==> config.mk <==
export PLATFORM = sky130hd
export DESIGN_NAME = pad_power_sequencer
export DESIGN_NICKNAME = d
export VERILOG_FILES = /design/src/rtl/pad_pwr_pkg.sv /design/src/rtl/pad_pwr_timer.sv /design/src/rtl/pad_power_sequencer.sv
export SDC_FILE = /design/constraint.sdc
export NUM_CORES = 1
export LEC_CHECK = 0
export BUFFER_PORTS_ARGS = -buffer_cell sky130_fd_sc_hd__buf_2
export CORE_AREA = 3 3 47 49
export DETAILED_ROUTE_END_ITERATION = 16
export DIE_AREA = 0 0 50 52
export PLACE_DENSITY_LB_ADDON = 0.12
export SLEW_MARGIN = 15
export SYNTH_ARGS = -nofsm -noshare
export SYNTH_HDL_FRONTEND = slang
export SYNTH_SLANG_ARGS = --single-unit
export TNS_END_PERCENT = 100
==> constraint.sdc <==
create_clock -name clk -period 1.63 [get_ports clk]
set_input_delay 0.0815 -clock clk [delete_from_list [all_inputs] [get_ports clk]]
set_output_delay 0.0815 -clock clk [all_outputs]
set_load 0.05 [all_outputs]
==> src/rtl/pad_pwr_pkg.sv <==
// Shared power-mode encodings used by the sequencer and the pad controller.
// Power states and request modes share one 2-bit encoding space.
package pad_pwr_pkg;

  typedef enum logic [1:0] {
    PS_ACTIVE     = 2'b00,
    PS_SLEEP      = 2'b01,
    PS_DEEP_SLEEP = 2'b10,
    PS_DEEP_WAKE  = 2'b11
  } power_state_e;

  typedef enum logic [1:0] {
    MODE_ACTIVE  = 2'b00,
    MODE_SLEEP   = 2'b01,
    MODE_DEEP    = 2'b10,
    MODE_ILLEGAL = 2'b11
  } req_mode_e;

endpackage

==> src/rtl/pad_pwr_timer.sv <==
// Loadable saturating up-counter; clear has priority over load.
module pad_pwr_timer #(
  parameter int W = 7
) (
  input  logic         clk,
  input  logic         rst_n,
  input  logic         clear,
  input  logic         load,
  input  logic [W-1:0] load_val,
  output logic [W-1:0] count
);

  logic [W-1:0] count_q;
  logic [W-1:0] count_d;

  always_comb begin
    count_d = count_q;
    if (clear) begin
      count_d = '0;
    end else if (load) begin
      count_d = load_val;
    end else if (count_q != {W{1'b1}}) begin
      count_d = count_q + 1'b1;
    end
  end

  always_ff @(posedge clk or negedge rst_n) begin
    if (!rst_n) begin
      count_q <= '0;
    end else begin
      count_q <= count_d;
    end
  end

  assign count = count_q;

endmodule

==> src/rtl/pad_power_sequencer.sv <==
// Power-mode sequencer: isolation before rail-off, ramp before release.
module pad_power_sequencer
  import pad_pwr_pkg::*;
#(
  parameter int ISO_CYCLES      = 4,
  parameter int RAMP_MIN_CYCLES = 8,
  parameter int RAMP_TIMEOUT    = 64
) (
  input  logic       clk,
  input  logic       rst_n,
  input  logic       req_valid,
  input  logic [1:0] req_mode,
  output logic       req_ready,
  input  logic       vdd_good,
  output logic [1:0] power_state,
  output logic       vdd_on,
  output logic       enter_active,
  output logic       wake_fail
);

  localparam int CW = $clog2(RAMP_TIMEOUT + 1);
  localparam logic [CW-1:0] ISO_LAST  = CW'(ISO_CYCLES - 1);
  localparam logic [CW-1:0] RAMP_LAST = CW'(RAMP_MIN_CYCLES - 1);
  localparam logic [CW-1:0] TMO_LAST  = CW'(RAMP_TIMEOUT - 1);

  typedef enum logic [2:0] {
    S_ACTIVE,
    S_SLEEP,
    S_ISO,
    S_OFF,
    S_WAKE
  } state_e;

  state_e       state_q, state_d;
  power_state_e ps_q, ps_d;
  logic         vdd_q, vdd_d;
  logic         ea_q, ea_d;
  logic         wf_q, wf_d;
  logic         accept;
  logic [CW-1:0] count;

  pad_pwr_timer #(.W(CW)) u_timer (
    .clk      (clk),
    .rst_n    (rst_n),
    .clear    (state_d != state_q),
    .load     (1'b0),
    .load_val ('0),
    .count    (count)
  );

  assign req_ready = (state_q == S_ACTIVE)
                  || (state_q == S_SLEEP)
                  || (state_q == S_OFF);
  assign accept = req_valid && req_ready;

  always_ff @(posedge clk or negedge rst_n) begin
    if (!rst_n) begin
      state_q <= S_ACTIVE;
      ps_q    <= PS_ACTIVE;
      vdd_q   <= 1'b1;
      ea_q    <= 1'b0;
      wf_q    <= 1'b0;
    end else begin
      state_q <= state_d;
      ps_q    <= ps_d;
      vdd_q   <= vdd_d;
      ea_q    <= ea_d;
      wf_q    <= wf_d;
    end
  end

  always_comb begin
    state_d = state_q;
    unique case (state_q)
      S_ACTIVE: begin
        if (accept && req_mode == MODE_SLEEP) state_d = S_SLEEP;
        if (accept && req_mode == MODE_DEEP)  state_d = S_ISO;
      end
      S_SLEEP: begin
        if (accept && req_mode == MODE_ACTIVE) state_d = S_ACTIVE;
        if (accept && req_mode == MODE_DEEP)   state_d = S_ISO;
      end
      S_ISO: begin
        if (count >= ISO_LAST) state_d = S_OFF;
      end
      S_OFF: begin
        if (accept && req_mode == MODE_ACTIVE) state_d = S_WAKE;
      end
      S_WAKE: begin
        // Release wins over timeout when both land on the same cycle.
        if (count >= RAMP_LAST && vdd_good) begin
          state_d = S_ACTIVE;
        end else if (count >= TMO_LAST) begin
          state_d = S_OFF;
        end
      end
      default: state_d = S_ACTIVE;
    endcase
  end

  always_comb begin
    ps_d  = PS_ACTIVE;
    vdd_d = 1'b1;
    unique case (state_d)
      S_ACTIVE: ps_d = PS_ACTIVE;
      S_SLEEP:  ps_d = PS_SLEEP;
      S_ISO:    ps_d = PS_DEEP_SLEEP;
      S_OFF: begin
        ps_d  = PS_DEEP_SLEEP;
        vdd_d = 1'b0;
      end
      S_WAKE:   ps_d = PS_DEEP_WAKE;
      default:  ps_d = PS_ACTIVE;
    endcase
    ea_d = (state_d == S_ACTIVE) && (state_q != S_ACTIVE);
    wf_d = wf_q;
    if (accept) begin
      wf_d = 1'b0;
    end else if (state_q == S_WAKE && state_d == S_OFF) begin
      wf_d = 1'b1;
    end
  end

  assign power_state  = ps_q;
  assign vdd_on       = vdd_q;
  assign enter_active = ea_q;
  assign wake_fail    = wf_q;

endmodule

==> reports/qor.yml <==
synthesis:
  netlist_area_um2: 867
  synthArstFlopShare: 1.00
  ys_types: 38
  synthTopCellsByCount: "14 x dfrtp_1, 10 x nand2_1, 10 x nor2_1"
  synth-seq-cells: 15
  yosysMostFrequentCell: "dfrtp_1"
  syn_avg_cell_area_um2: 9.97
  yosysSeqAreaShare: 0.434
  synth.net_count: 94
  yosysTopAreaCellShare: 0.404
  yosysWarnings: 0
  synthTopCellsByArea: "dfrtp_1 40%, nand2_1 4.3%, nor2_1 4.3%"
  synth_area_leader_cell: "dfrtp_1"
  synth_edf_count: 0
  ys.flop_type: "dfrtp_1"
  netlist_instances: 87
global_routing:
  grt_pass1_vias: 832
  grt_max_degree: 16
  grt.total_usage: 0.181
  grt_pass1_wl_um: 3540
  antenna_found_initial: 0
  grt-ovfl-total: 0
timing:
  maxSlewViolCount: 0
  layout_worst_path_cycle_share: 1.06
  max-slew-margin-rel: 0.766
  grt_setup_unrepaired: "yes"
  setup_viol: 8
  max_freq_ghz: 0.581
  hold_slack_ns: 0.238
  setup_slack_ns: -0.0923
  tightest_slew_ns: 0.352
  setup_tns_ns: -0.412
  hold_viol: 0
  skew_ns: 0.00169
  fin_crit_ns: 1.72
die:
  rows: 16
  die_w_um: 50
  die-area_mm2: 0.00260
  initial_core_util: 0.456
  fp.dieH_um: 52
  pin_count: 12
  core_mm2: 0.00190
layout:
  area.growth.synth_to_final_pct: 39.8
  final_cell_area_mm2: 0.00121
  drive_above_1_share: 0.448
  antenna_cells: 0
  final_nets: 133
cts:
  cts_buffer_depth: 2
  ctsHtreeMaxLevel: 1
  clk-insertion-delay-late_ns: 0.28
  cts_buffers: 3
  tritoncts: "yes"
  cts_root_buf: "clkbuf_4"
  path_clk_slew_ns: 0.10
  cts_sinks: 15
power_and_ir_drop:
  peakVddDrop_uv: 792
  power.density_mw_per_mm2: 1460
  finalPower_mw: 1.77
  p_leak_nw: 0.535
status:
  status: "finished with violations"
  violations: "negative setup slack"
detailed_routing:
  drtPass1Iterations: 4
  drtIter0Drc: 32
  vias: 829
  antenna_left: 0
  wl_per_cell_um: 13.7
  drt_wl_total_um: 2080
  drc: 0
  avgViaCountPerCell: 5.45
setup_path:
  required_ns: 1.83
  critPathKind: "reg2reg"
  crit_path_start_kind: "flop"
  cp.arrival_ns: 1.93
  end_kind: "flop"
  crit_path_max_fanout: 7
place:
  postPlaceCellArea_mm2: 0.00113
  globalplace.congestion: 0.847
  io_buffer_count: 11
  hpwl_um: 1580
  place_ws_ns: -0.124
job:
  drv_cap: 0
hold_path:
  min_path_type: "in2async"
## stage by stage
step | util | std cells
finish | 0.638 | 152
global route | 0.638 | 152
CTS | 0.634 | 152
detailed placement | 0.594 | 144
global placement | 0.594 | 144
floorplan | - | 87
## where the power goes
group | switching [mW] | internal [mW] | total (mW)
sequential | 0.0620 | 0.472 | 0.534
combinational | 0.609 | 0.411 | 1.02
clock | 0.126 | 0.0909 | 0.217
total | 0.797 | 0.974 | 1.77
## cell families (layout without fill, tap and decap cells)
family | count (synthesis) | count (layout) | share of synthesized area
buf+inv | 6 | 44 | 0.0289
compound gates | 23 | 23 | 0.224
mux | 1 | 1 | 0.0115
simple gates | 38 | 38 | 0.257
flops | 15 | 15 | 0.434
fa+ha+maj | 1 | 1 | 0.0144
xor+xnor | 3 | 3 | 0.0303
## state kept, by name, indices dropped and copies added (netlist names)
register,cells
enter_active,1
power_state,2
state_q,3
u_timer.count,7
vdd_on,1
wake_fail,1
## cell type report
class | count | area (um2)
Clock inverter | 1 | 5.00
Inverter | 4 | 15.0
Clock buffer | 3 | 22.5
Multi-Input combinational cell | 66 | 503
Timing Repair Buffer | 36 | 254
Sequential cell | 15 | 379
Tap cell | 27 | 33.8
Fill cell | 154 | 689
## what timing repair did
item / 4_1_cts / 5_1_grt
gates resized for setup: 4 / 2
endpoints found under the hold margin: 16 / 0
setup buffers: 2 / 0
endpoints found under the setup margin: 10 / 12
hold buffers: 2 / 0
pin swaps: 7 / 3
## layer usage
metal,global-route usage,vias to the layer above,share of wire
met5,0,-,0
met4,0.0691,0,0.013
met3,0.0258,4,0.030
met2,0.335,21,0.52
met1,0.209,407,0.44
li1,-,397,-
## worst max-delay path, stage by stage, from the launching register on
cell      delay [ns]
dfrtp_2         0.46
ha_4            0.18
a21oi_4         0.16
nand4_1         0.15
a221oi_2        0.32
o221ai_4        0.19
a211oi_2        0.18
## path summary, 6_finish.rpt
kind,from,endpoint,slack [ns],cells past startpoint
max,u_timer.count[1],u_timer.count[4],-0.09,6
min,rst_n,wake_fail,0.24,2
max in group asynchronous,rst_n,vdd_on,1.09,2
min reg2reg,wake_fail,wake_fail,0.54,2
min in group clk,req_mode[1],state_q[0],0.27,5
max reg2reg,u_timer.count[1],u_timer.count[4],-0.09,6
## cell usage in the layout (no fill, tap or decap), types with 2 or more instances in the layout
cell type,count
a21oi_4,2
a31oi_1,3
nor2_1,10
buf_4,22
o21bai_2,2
inv_1,3
nand2_1,10
dfrtp_2,2
nor2b_1,2
clkbuf_4,4
buf_2,10
a21oi_1,4
nand4_1,3
nor3b_1,2
xor2_1,2
nand2b_1,2
dlygate4sd3_1,2
dfrtp_1,12
No activity file was read; power rests on OpenSTA's default activity.
